**src/rtl/vpu_pkg.sv**
```systemverilog
// Shared VPU definitions used by the element sequencer.
//   - SEW encodings as carried on the width buses
//   - sew_bits(): encoding -> element width in bits (unknown encodings act as 8)
//   - seq_state_e: element sequencer FSM states
package vpu_pkg;

    localparam logic [2:0] SEW8  = 3'b000;
    localparam logic [2:0] SEW16 = 3'b101;
    localparam logic [2:0] SEW32 = 3'b110;

    typedef enum logic [1:0] {
        StIdle = 2'd0,
        StRun  = 2'd1,
        StDone = 2'd2
    } seq_state_e;

    function automatic logic [5:0] sew_bits(input logic [2:0] enc);
        case (enc)
            SEW16:   sew_bits = 6'd16;
            SEW32:   sew_bits = 6'd32;
            default: sew_bits = 6'd8;
        endcase
    endfunction

endpackage

```
**src/rtl/vector_element_sequencer.sv**
```systemverilog
// Bit-serial vector element walker.
// Steps element indices 0..vl-1 at the latched SEW, one element bit per cycle, and
// stops early when the alignment decoder flags the last element of the register.
// Ports:
//   i_clk, i_rst_n      clock, asynchronous active-low reset
//   i_start             begin a sequence (sampled only while idle)
//   i_width, i_vl       SEW encoding and element count for the sequence
//   i_stall             freeze counters and suppress strobes this cycle
//   i_last_index        decoder flag: current index is VLMAX-1
//   o_element_index     current element index (to decoder)
//   o_bit_cnt, o_width  bit position within element, latched SEW encoding
//   o_bit_valid, o_first_bit, o_last_bit, o_word_load   per-bit strobes
//   o_busy, o_done      sequence in progress, one-cycle completion pulse
module vector_element_sequencer
    import vpu_pkg::*;
#(
    parameter int unsigned VLEN = 256,
    parameter int unsigned VL_W = $clog2(VLEN / 8) + 1
) (
    input  logic            i_clk,
    input  logic            i_rst_n,
    input  logic            i_start,
    input  logic [2:0]      i_width,
    input  logic [VL_W-1:0] i_vl,
    input  logic            i_stall,
    input  logic            i_last_index,
    output logic [31:0]     o_element_index,
    output logic [4:0]      o_bit_cnt,
    output logic [2:0]      o_width,
    output logic            o_bit_valid,
    output logic            o_first_bit,
    output logic            o_last_bit,
    output logic            o_word_load,
    output logic            o_busy,
    output logic            o_done
);

    seq_state_e      state_q, state_d;
    logic [31:0]     index_q, index_d;
    logic [4:0]      bit_cnt_q, bit_cnt_d;
    logic [2:0]      width_q, width_d;
    logic [VL_W-1:0] vl_q, vl_d;

    logic [4:0]  sew_last;
    logic [31:0] vl_last;
    logic        last_bit_pos;
    logic        final_elem;
    logic        sub_index_zero;

    assign sew_last     = 5'(sew_bits(width_q) - 6'd1);
    // vl_q is never zero while running, so the subtraction cannot wrap when used.
    assign vl_last      = 32'(vl_q) - 32'd1;
    assign last_bit_pos = (bit_cnt_q == sew_last);
    // The decoder flag clamps vl to VLMAX for the latched width.
    assign final_elem   = (index_q == vl_last) || i_last_index;

    // State register.
    always_ff @(posedge i_clk or negedge i_rst_n) begin
        if (!i_rst_n) begin
            state_q   <= StIdle;
            index_q   <= '0;
            bit_cnt_q <= '0;
            width_q   <= '0;
            vl_q      <= '0;
        end else begin
            state_q   <= state_d;
            index_q   <= index_d;
            bit_cnt_q <= bit_cnt_d;
            width_q   <= width_d;
            vl_q      <= vl_d;
        end
    end

    // Next-state and counter logic.
    always_comb begin
        state_d   = state_q;
        index_d   = index_q;
        bit_cnt_d = bit_cnt_q;
        width_d   = width_q;
        vl_d      = vl_q;
        case (state_q)
            StIdle: begin
                index_d   = '0;
                bit_cnt_d = '0;
                if (i_start) begin
                    width_d = i_width;
                    vl_d    = i_vl;
                    state_d = (i_vl != '0) ? StRun : StDone;
                end
            end
            StRun: begin
                if (!i_stall) begin
                    if (last_bit_pos) begin
                        bit_cnt_d = '0;
                        if (final_elem) begin
                            state_d = StDone;
                        end else begin
                            index_d = index_q + 32'd1;
                        end
                    end else begin
                        bit_cnt_d = bit_cnt_q + 5'd1;
                    end
                end
            end
            StDone: begin
                state_d   = StIdle;
                index_d   = '0;
                bit_cnt_d = '0;
            end
            default: state_d = StIdle;
        endcase
    end

    // Output decode: depends on registered state and i_stall only.
    always_comb begin
        case (width_q)
            SEW16:   sub_index_zero = ~index_q[0];
            SEW32:   sub_index_zero = 1'b1;
            default: sub_index_zero = (index_q[1:0] == 2'b00);
        endcase
        o_bit_valid = (state_q == StRun) && !i_stall;
        o_first_bit = o_bit_valid && (bit_cnt_q == 5'd0);
        o_last_bit  = o_bit_valid && last_bit_pos;
        o_word_load = o_first_bit && sub_index_zero;
        o_busy      = (state_q == StRun) || (state_q == StDone);
        o_done      = (state_q == StDone);
    end

    assign o_element_index = index_q;
    assign o_bit_cnt       = bit_cnt_q;
    assign o_width         = width_q;

endmodule

```
**config.mk**
```make
export PLATFORM = sky130hd
export DESIGN_NAME = vector_element_sequencer
export DESIGN_NICKNAME = d
export VERILOG_FILES = /design/src/rtl/vpu_pkg.sv /design/src/rtl/vector_element_sequencer.sv
export SDC_FILE = /design/constraint.sdc
export NUM_CORES = 1
export LEC_CHECK = 0
export BUFFER_PORTS_ARGS = -buffer_cell sky130_fd_sc_hd__buf_2
export CORE_UTILIZATION = 60
export CTS_CLUSTER_DIAMETER = 100
export DETAILED_ROUTE_END_ITERATION = 12
export PLACE_DENSITY = 0.83
export REMOVE_ABC_BUFFERS = 1
export SLEW_MARGIN = 20
export SYNTH_ARGS = -nofsm -noshare
export SYNTH_HDL_FRONTEND = slang
export SYNTH_SLANG_ARGS = --single-unit
```
**constraint.sdc**
```tcl
create_clock -name i_clk -period 4.87 [get_ports i_clk]
set_input_delay 0.7305 -clock i_clk [delete_from_list [all_inputs] [get_ports i_clk]]
set_output_delay 0.7305 -clock i_clk [all_outputs]
set_load 0.005 [all_outputs]
```
==> results of run 1 <==
==> final timing paths <==
| path | to | depth (start not counted) | slack (ns) | from |
|---|---|---|---|---|
| worst max-delay path | o_element_index[23] | 8 | 1.54 | vl_q[0] |
| worst min-delay path | o_element_index[14] | 2 | 0.50 | i_rst_n |
| worst max register to register | o_element_index[23] | 8 | 1.54 | vl_q[0] |
| worst min register to register | o_element_index[19] | 1 | 0.55 | o_element_index[19] |
| max in group asynchronous | o_element_index[4] | 2 | 3.92 | i_rst_n |
| min in group i_clk | o_element_index[19] | 1 | 0.55 | o_element_index[19] |
==> cells by family after synthesis <==
group	after synthesis
AOI/OAI and AO/OA	104
muxes	11
adders and majority gates	8
buffers and inverters	31
xor gates and xnor gates	9
DFF	48
and+or+nand+nor	151
==> cell usage after synthesis, types with 2 or more instances <==
cell type  number  area, µm²
a21oi_1         8      40.04
buf_6           3      33.78
xor2_1          6      52.55
nor2_1         22      82.58
xnor2_1         3      26.28
nor3_1          7      35.03
mux2i_1         2      20.02
o211a_1         3      30.03
nand2_1        29      108.9
dfrtp_1        48       1201
o21ai_0         9      45.04
inv_1          12      45.04
a31oi_1        12      75.07
nand3b_1        3      22.52
mux2_2          9      101.4
o31ai_1         8      60.06
nor4_1          9      56.30
buf_2           5      25.02
and3_1         11      68.82
and2_1          3      18.77
a21boi_0        2      15.01
a41oi_1         9      78.83
clkbuf_1       10      37.54
nor2_2          2      12.51
a22oi_1         2      15.01
o211ai_1        6      45.04
or4_1           6      45.04
nand2b_1        4      25.02
or3_1           5      31.28
o21ai_1        24      120.1
nand4_1        15      93.84
ha_1            8      100.1
a211o_1         3      26.28
nand3_1        26      130.1
==> power by group through the flow <==
stage | logic (mW) | registers (mW) | clock network, mW
after floorplan | 0.483 | 0.521 | 0
after global placement | 0.653 | 0.532 | 0
after detailed placement | 0.677 | 0.538 | 0
after CTS | 0.688 | 0.529 | 0.326
after global routing | 0.744 | 0.541 | 0.338
final | 0.696 | 0.531 | 0.324
==> layer usage <==
layer  global-route usage (%)  wire (µm)
met5                        0          0
met4                    10.49        218
met3                    7.497        683
met2                    52.65       4220
met1                    44.31       3682
==> layout by cell type, fill, tap and decap left out, types with 6 or more instances in the layout <==
cell type  instances
or4_1              6
nor4_1             9
nand2_1           29
o211ai_1           6
inv_1             12
nand4_1           15
o31ai_1            8
xor2_1             6
a31oi_1           12
a41oi_1            9
a21oi_1            8
nor3_1             7
nor2_1            22
and3_1            11
o21ai_1           24
o21ai_0            9
ha_1               8
dfrtp_1           48
buf_2             59
nand3_1           26
mux2_2             9
clkbuf_8           7
==> flip-flops by register name (all words and copies together) (netlist names) <==
| register | flops |
|---|---|
| o_width | 3 |
| o_element_index | 32 |
| vl_q | 6 |
| o_bit_cnt | 5 |
| state_q | 2 |
==> stage by stage <==
step | utilization, % | std cells
final | 71.28 | 485
after global routing | 71.28 | 485
after CTS | 71.28 | 485
after detailed placement | 68.82 | 477
after global placement | 68.82 | 477
after floorplan | - | 343
==> final cells by class <==
class / count / area [µm²] / share of cell area (%)
Multi-Input combinational cell: 283 / 1871 / 51.06
Sequential cell: 48 / 1201 / 32.79
Timing Repair Buffer: 64 / 332.8 / 9.085
Clock buffer: 7 / 96.34 / 2.630
Tap cell: 70 / 87.58 / 2.391
Inverter: 12 / 45.04 / 1.230
Clock inverter: 1 / 30.03 / 0.8197
==> critical path: cells and delay by family (launching register included) <==
| family | cells | cell delay (ns) |
|---|---|---|
| buffers and inverters | 1 | 0.34 |
| AOI/OAI and AO/OA | 5 | 1.64 |
| DFF | 1 | 0.43 |
| and+or+nand+nor | 2 | 0.82 |
==> metrics.md, run 1 <==
| Metric | Value |
|---|---|
| Area of the core | 5140 µm² |
| Post-Syn Instances | 362 |
| Die Height | 75.22 µm |
| Overflow after GRT | 0 |
| Async S/R FF share, synth | 100.0% |
| Worst slew margin | 41.67% |
| PortBufs | 59 |
| CTS Buf Count | 5 |
| Drt pass-1 iters | 5 |
| CTS max path bufs | 2 |
| Total power | 1.551 mW |
| CTS sink count | 48 |
| Layout area overhead | 13.89% |
| Vias per cell | 6.649 |
| Hold Worst Slack | 0.5008 ns |
| Gr usage total | 32.80% |
| Fin nets | 436 |
| Part of the power in registers | 34.3% |
| Slew @ Worst Pin | 0.8721 ns |
| FF+latch count, synth | 48 |
| Initial Util | 62.59% |
| Mapped Area | 3217 µm² |
| Xor/xnor share of the synthesized area | 2.450% |
| F_max | 0.3006 GHz |
| Wire length per cell | 18.15 µm |
| Peak supply drop | 0.4422 mV |
| Sw Ratio | 41.57% |
| Antenna diode count | 0 |
| Critical Path Start Type | flip-flop |
| RePlAce Congestion | 0.8564 |
| CTS root buf | clkbuf_8 |
| Internal | 0.9061 mW |
| Final worst-path cycle share | 68.32% |
| CTS tree | yes |
| Postcts setup bufs | 0 |
| Setup violators final | 0 |
| Outcome | finished, final reports clean |
| Worst setup path class | reg2reg |
| Max Cap Violations | 0 |
| Post_cts resized | 0 |
| Clock Latency Late Sink | 0.31 ns |
| Critical path, cell by cell | or3_4 -> or4_4 -> a211oi_2 -> a41oi_4 -> a21boi_2 -> buf_4 -> a21oi_1 -> a21oi_1 |
| Seq/Total Area, Yosys | 37.34% |
| First-pass GRT wire length | 14,030 µm |
| DIE WIDTH | 75.22 µm |
| Critical path required time | 5.10 ns |
| Slowest CP cell | a21boi_2 |
| Post-DRT Antenna Nets | 0 |
| Largest net degree at the start of global routing | 49 |
| CTS H-tree lvls | 2 |
| Via count | 3,225 |
| Predominant post-synthesis flop cell | dfrtp_1 |
| DRC | 0 |
| Slew Viols, Final | 0 |
| Unique cell type count in the Yosys netlist | 62 |
| HPWL after DPL | 5927 µm |
| Pwr Density | 423.3 nW/µm² |
| Violation count after the first detailed-routing iteration | 487 |
| Initial antenna violation count | 0 |
| Worst slack, placed | 1.643 ns |
| Dpl cell area | 3537 µm² |
| Worst path max stage delay | 0.65 ns |
| Post-detailed-routing wire length | 8804 µm |
| Hold crit path type | in2async |
| Post-synthesis compound-gate area fraction | 23.57% |
| Cell mode on critical path | a21oi_1 |
| Yosys warns | 0 |
| Clock Skew | 0.006551 ns |
| Final worst slack | 1.543 ns |
| Synth Area in Simple Gates | 25.24% |
| Main combinational cell family by area after synthesis | simple AND/OR/NAND/NOR gates |
| Adder-cell share of the synthesized area | 3.112% |
| Final Hold Violating Endpoints | 0 |
| Combinational share of power | 44.9% |
| Synth Area per Inst | 8.886 µm² |
| Die area | 5658 µm² |
| Mux contribution to synthesized area | 3.773% |
| Data arrival time of the critical path | 3.56 ns |
| Clk pin slew, worst setup/hold paths | 0.09 ns |
| Crit end category | flip-flop |
| Layout cells sized above 1 | 23.61% |
| Number of fill cells | 426 |
| Lkg Pwr | 1.656 nW |
| Setup TNS | 0 ns |
| RSZ-0062 raised after global routing | false |
| Core Rows | 26 |
| Crit Path Max Fanout | 25 |
| Vias in the first global route | 2,904 |
| EDFF count, synth | 0 |
| Hold buffer count at CTS | 0 |
| IO Pins | 60 |
| Post-route cell area | 3664 µm² |
| Clock power frac | 20.9% |
| NetSw | 0.6446 mW |
| Final min period | 3.327 ns |
Note: power is estimated with default switching activity, not from simulation.
==> inputs of run 2 (changes only) <==
--- a/config.mk
+++ b/config.mk
@@ -6,10 +6,10 @@
 export NUM_CORES = 1
 export LEC_CHECK = 0
 export BUFFER_PORTS_ARGS = -buffer_cell sky130_fd_sc_hd__buf_2
-export CORE_UTILIZATION = 60
+export CORE_UTILIZATION = 56
 export CTS_CLUSTER_DIAMETER = 100
 export DETAILED_ROUTE_END_ITERATION = 12
-export PLACE_DENSITY = 0.83
+export PLACE_DENSITY = 0.78
 export REMOVE_ABC_BUFFERS = 1
 export SLEW_MARGIN = 20
 export SYNTH_ARGS = -nofsm -noshare
==> constraint.sdc (replaced) <==
create_clock -name i_clk -period 3.1 [get_ports i_clk]
set_input_delay 0.465 -clock i_clk [delete_from_list [all_inputs] [get_ports i_clk]]
set_output_delay 0.465 -clock i_clk [all_outputs]
set_load 0.005 [all_outputs]
==> run 2 against run 1 <==
Net effect: via count down 0.96%; critical path depth down 1; maximum frequency up 18%; core utilization down 3.9 points; power up 57%; worst hold slack worse by 0.33 ns; design area up 1.3%; critical path type unchanged.
==> metrics.md, run 2 (synthesis gave the netlist of run 1 again) <==
| Metric | Value |
|---|---|
| Most frequent cells in the layout | buf_2, dfrtp_1, nand2_1 |
| Pwr Density | 655.7 nW/µm² (+55%) |
| Area of the core | 5507 µm² (+7.1%) |
| Crit end category | flip-flop |
| Clock power frac | 20.9% (about the same) |
| Vias in the first global route | 2,989 (+2.9%) |
| Sw Ratio | 40.62% (-0.95 points) |
| Clk pin slew, worst setup/hold paths | 0.10 ns (about the same) |
| CTS root buf | clkbuf_8 |
| Slew @ Worst Pin | 0.6116 ns (-0.2605 ns) |
| Final worst-path cycle share | 90.73% (+22 points) |
| Setup violators final | 0 (unchanged) |
| Die area | 6051 µm² (+6.9%) |
| HPWL after DPL | 5921 µm (about the same) |
| Initial antenna violation count | 0 (unchanged) |
| Fin nets | 440 (+0.92%) |
| CTS Buf Count | 5 (unchanged) |
| Layout cells sized above 1 | 24.34% (+0.73 points) |
| Met1 wire length | 3843 µm (+4.4%) |
| CP top delay family | simple AND/OR/NAND/NOR gates |
| Post-detailed-routing wire length | 8679 µm (-1.4%) |
| Clock Skew | 0.01163 ns (+0.005077 ns) |
| Wire length per cell | 17.68 µm (-2.6%) |
| Critical Path Start Type | flip-flop |
| Post-DRT Antenna Nets | 0 (unchanged) |
| Clock Latency Late Sink | 0.31 ns (about the same) |
| Crit Path Max Fanout | 14 (-44%) |
| Sequential cell area | 1201 µm² (unchanged) |
| Peak supply drop | 0.6035 mV (+36%) |
| Highest metal used | met4 |
| Slew Viols, Final | 0 (unchanged) |
| Commonest non-fill, non-tap cell in the layout | buf_2 |
| Multi-input gate area | 1871 µm² (unchanged) |
| Gr usage total | 29.81% (-3.0 points) |
| NetSw | 0.9884 mW (+53%) |
| Largest net degree at the start of global routing | 49 (unchanged) |
| Postcts setup bufs | 0 (unchanged) |
| Combinational share of power | 45.1% (+0.2 points) |
| Die Height | 77.79 µm (+3.4%) |
| Drt pass-1 iters | 5 (unchanged) |
| DR WL met3 | 504 µm (-26%) |
| Util after Layout | 67.39% (-3.9 points) |
| DIE WIDTH | 77.79 µm (+3.4%) |
| Number of fill cells | 459 (+7.7%) |
| CTS max path bufs | 2 (unchanged) |
| Vias per cell | 6.505 (-2.2%) |
| Worst slack, placed | 0.3246 ns (-1.318 ns) |
| RSZ-0062 raised after global routing | false |
| Critical path, cell by cell | or3_1 -> o211a_1 -> a41o_1 -> a41oi_4 -> nand2_2 -> or4_1 -> nand3_1 |
| Setup TNS | 0 ns (unchanged) |
| Antenna diode count | 0 (unchanged) |
| RePlAce Congestion | 0.8890 (+3.8%) |
| Initial Util | 58.42% (-4.2 points) |
| Lkg Pwr | 1.682 nW (+1.6%) |
| DRC | 0 (unchanged) |
| Worst path max stage delay | 0.53 ns (-0.12 ns) |
| First-pass GRT wire length | 14,240 µm (+1.5%) |
| CTS H-tree lvls | 2 (unchanged) |
| IO Pins | 60 (unchanged) |
| Internal | 1.445 mW (+59%) |
| Hold Worst Slack | 0.1684 ns (-0.3325 ns) |
| F_max | 0.3555 GHz (+18%) |
| PortBufs | 59 (unchanged) |
| Max Cap Violations | 0 (unchanged) |
| CTS sink count | 48 (unchanged) |
| DR WL met2 | 4157 µm (-1.5%) |
| Max FFs per register | 32 (unchanged) |
| Final min period | 2.813 ns (-0.5145 ns) |
| Worst setup path class | reg2reg |
| Violation count after the first detailed-routing iteration | 382 (-22%) |
| Worst slew margin | 59.22% (+18 points) |
| Overflow after GRT | 0 (unchanged) |
| Slowest CP cell | or4_1 |
| Part of the power in registers | 34.1% (-0.2 points) |
| CP Buf/Inv Count | 0 (-1) |
| Data arrival time of the critical path | 3.06 ns (-0.50 ns) |
| Post_cts resized | 0 (unchanged) |
| Hold crit path type | in2async |
| Layout area overhead | 15.36% |
| Final Hold Violating Endpoints | 0 (unchanged) |
| Core Rows | 27 (+3.8%) |
| Via count | 3,194 (-0.96%) |
| R2r setup slk | 0.29 ns (-1.26 ns) |
| Outcome | finished, final reports clean |
| Critical path required time | 3.35 ns (-1.75 ns) |
| Hold buffer count at CTS | 0 (unchanged) |
| CTS tree | yes |
| Final worst slack | 0.2873 ns (-1.255 ns) |
-- run 2: cell type report --
type | count | area share, %
multi-input cells | 283 | 50.40
clock buffers | 7 | 2.596
well taps | 72 | 2.428
clock inverters | 1 | 0.8092
inverters | 12 | 1.214
flip-flops and latches | 48 | 32.37
repair buffers | 68 | 10.18
-- run 2: routing by layer --
metal,global-route usage [%],up-vias
met5,0,-
met4,11.32,0
met3,4.706,17
met2,48.14,138
met1,40.07,1544
li1,-,1495
-- run 2: worst paths after layout --
path / from / to / cells past startpoint
min in group i_clk: i_width[1] / o_width[1] / 2
hold reg to reg: o_element_index[14] / o_element_index[14] / 1
hold / removal: i_rst_n / o_element_index[17] / 1
setup / recovery: vl_q[3] / o_element_index[18] / 7
max in group asynchronous: i_rst_n / o_element_index[0] / 1
setup reg to reg: vl_q[3] / o_element_index[18] / 7
-- run 2: per-stage QoR --
step	power, mW	cell area [µm²]	cells
2_1_floorplan	1.578	3117	343
3_3_place_gp	1.884	3582	483
3_5_place_dp	1.925	3582	483
4_1_cts	2.436	3709	491
5_1_grt	2.588	3711	491
6_report	2.433	3711	491
-- run 2: power groups by stage --
stage,Clock [mW],Sequential [mW],Combinational [mW]
after CTS,0.517,0.828,1.09
after floorplan,0,0.819,0.759
after detailed placement,0,0.841,1.08
after global routing,0.537,0.846,1.20
final,0.508,0.829,1.10
after global placement,0,0.836,1.05
-- run 2: worst reg2reg max path: cells and delay by family (launching register included) --
kind / cells / cell delay, ns
AO/OA/AOI/OAI: 3 / 0.96
flip-flops: 1 / 0.45
AND/OR/NAND/NOR: 4 / 1.36
==> inputs of run 3 (changes only) <==
--- a/config.mk
+++ b/config.mk
@@ -6,10 +6,10 @@
 export NUM_CORES = 1
 export LEC_CHECK = 0
 export BUFFER_PORTS_ARGS = -buffer_cell sky130_fd_sc_hd__buf_2
-export CORE_UTILIZATION = 56
+export CORE_UTILIZATION = 40
 export CTS_CLUSTER_DIAMETER = 100
 export DETAILED_ROUTE_END_ITERATION = 12
-export PLACE_DENSITY = 0.78
+export PLACE_DENSITY = 0.59
 export REMOVE_ABC_BUFFERS = 1
 export SLEW_MARGIN = 20
 export SYNTH_ARGS = -nofsm -noshare
==> run 3 against run 2 <==
Net effect: clock skew fell by 0.0040 ns; setup slack got worse by 0.084 ns; critical path type unchanged; sequential share of layout area fell by 0.12 points; sequential power rose by 0.7%; highest routed layer unchanged; clock-buffer cell count fell by 1; core utilization fell by 19 points; critical path depth rose by 1; design area rose by 0.37%; cell count rose by 6.1%; worst hold slack improved by 0.0069 ns; via count fell by 1.5%.
==> metrics.md, run 3 (synthesis gave the netlist of run 1 again) <==
| Metric | Value |
|---|---|
| Max FFs per register | 32 (unchanged) |
| CTS root buf | clkbuf_8 |
| Critical path required time | 3.35 ns (about the same) |
| HPWL after DPL | 6283 µm (+6.1%) |
| Fin nets | 440 (unchanged) |
| Slew Viols, Final | 0 (unchanged) |
| First-pass GRT wire length | 15,030 µm (+5.5%) |
| Worst setup path class | reg2reg |
| IO Pins | 60 (unchanged) |
| Routing usage on met2 | 36.47% (-12 points) |
| Setup violators final | 0 (unchanged) |
| F_max | 0.3452 GHz (-2.9%) |
| Grt peak-use layer | met2 |
| CTS Buf Count | 5 (unchanged) |
| DRC | 0 (unchanged) |
| Gr usage total | 22.31% (-7.5 points) |
| Final worst-path cycle share | 93.44% (+2.7 points) |
| Die Height | 91.68 µm (+18%) |
| PortBufs | 59 (unchanged) |
| Slew @ Worst Pin | 0.6683 ns (+0.05665 ns) |
| Violation count after the first detailed-routing iteration | 177 (-54%) |
| Crit end category | flip-flop |
| Worst slew margin | 55.45% (-3.8 points) |
| Outcome | finished, final reports clean |
| Hold crit path type | in2async |
| Area of the core | 7767 µm² (+41%) |
| Post-detailed-routing wire length | 9035 µm (+4.1%) |
| CTS max path bufs | 2 (unchanged) |
| Setup TNS | 0 ns (unchanged) |
| Vias per cell | 6.040 (-7.1%) |
| Initial antenna violation count | 0 (unchanged) |
| CTS sink count | 48 (unchanged) |
| DIE WIDTH | 91.68 µm (+18%) |
| Hold buffer count at CTS | 0 (unchanged) |
| Overflow after GRT | 0 (unchanged) |
| Wire length per cell | 17.34 µm (-1.9%) |
| Clock Latency Late Sink | 0.31 ns (about the same) |
| RSZ-0062 raised after global routing | false |
| Clk pin slew, worst setup/hold paths | 0.09 ns (about the same) |
| Commonest non-fill, non-tap cell in the layout | buf_2 |
| RePlAce Congestion | 0.8243 (-7.3%) |
| Vias in the first global route | 2,980 (-0.30%) |
| Most frequent cells in the layout | buf_2, dfrtp_1, nand2_1 |
| Multi-input gate area | 1871 µm² (unchanged) |
| Final Hold Violating Endpoints | 0 (unchanged) |
| Routing usage on met3 | 3.566% (-1.1 points) |
| Total power | 2.334 mW (-4.1%) |
| Post-DRT Antenna Nets | 0 (unchanged) |
| Peak supply drop | 0.8401 mV (+39%) |
| CTS tree | yes |
| Pwr Density | 626.7 nW/µm² (-4.4%) |
| Drt pass-1 iters | 4 (-1) |
| Met1 Track Usage GR | 30.62% (-9.5 points) |
| Initial Util | 41.41% (-17 points) |
| Lkg Pwr | 1.670 nW (-0.73%) |
| Crit Path Max Fanout | 13 (-1) |
| Core Rows | 32 (+19%) |
| Layout area overhead | 15.79% |
| Clock Skew | 0.007653 ns (-0.003974 ns) |
| Die area | 8404 µm² (+39%) |
| Final min period | 2.897 ns (+0.08392 ns) |
| Data arrival time of the critical path | 3.15 ns (+0.09 ns) |
| Layout cells sized above 1 | 24.34% (unchanged) |
| Via count | 3,147 (-1.5%) |
| Sequential cell area | 1201 µm² (unchanged) |
| Antenna diode count | 0 (unchanged) |
| Postcts setup bufs | 0 (unchanged) |
| CTS H-tree lvls | 2 (unchanged) |
| Number of fill cells | 806 (+76%) |
| Max Cap Violations | 0 (unchanged) |
| Post_cts resized | 0 (unchanged) |
| Critical Path Start Type | flip-flop |
| Largest net degree at the start of global routing | 31 (-37%) |
-- run 3: changes by cell type in the layout (fill, tap and decap cells not counted) --
cell	delta
bufinv_16	-1
clkbuf_8	-1
buf_4	-2
buf_2	+1
clkinv_2	+2
buf_12	+1
-- run 3: area by class of cell --
| class | instances | area share [%] |
|---|---|---|
| clock buffer | 6 | 2.217 |
| clock inverter | 2 | 0.2687 |
| inverter | 12 | 1.209 |
| multi-input combinational | 283 | 50.22 |
| sequential | 48 | 32.25 |
| tap | 102 | 3.426 |
| timing repair buffer | 68 | 10.41 |
-- run 3: layer usage --
metal  vias up  share of wire, %
li1       1496                 -
met1      1544                47
met2        95                47
met3        12               4.8
met4         0               1.2
met5         -                 0
-- run 3: through the flow --
| stage | utilization, % | instance area, µm² | cells | hold slack, ns | worst slack (ns) |
|---|---|---|---|---|---|
| after CTS | 47.95 | 3725 | 521 | 0.2022 | 0.2120 |
| after global routing | 47.95 | 3725 | 521 | 0.2363 | 0.1079 |
| after detailed placement | 46.76 | 3632 | 513 | 0.5406 | 0.2403 |
| final | 47.95 | 3725 | 521 | 0.1753 | 0.2034 |
| after global placement | 46.76 | 3632 | 513 | 0.5213 | 0.3202 |
| after floorplan | - | 3117 | 343 | 0.1694 | 0.1575 |
-- run 3: report_power, final --
part,internal (mW),leakage [nW],switching (mW)
logic,0.444,0.973,0.647
registers,0.713,0.646,0.122
clock network,0.179,0.0510,0.229
-- run 3: final timing paths --
kind / from / endpoint / slack, ns / depth (start not counted)
max in group asynchronous: i_rst_n / vl_q[4] / 2.17 / 2
worst min register to register: o_element_index[19] / o_element_index[19] / 0.56 / 1
worst max register to register: vl_q[3] / o_element_index[27] / 0.20 / 8
worst max-delay path: vl_q[3] / o_element_index[27] / 0.20 / 8
worst min-delay path: i_rst_n / o_element_index[15] / 0.18 / 1
min in group i_clk: i_width[1] / o_width[1] / 0.38 / 2
-- run 3: worst max-delay path, stage by stage (launching register included) --
cell	delay, ns
dfrtp_1	0.45
or3_1	0.43
o211a_1	0.23
a41o_1	0.25
a41oi_4	0.43
buf_4	0.28
nand3_2	0.19
or4_1	0.51
nand3_1	0.08
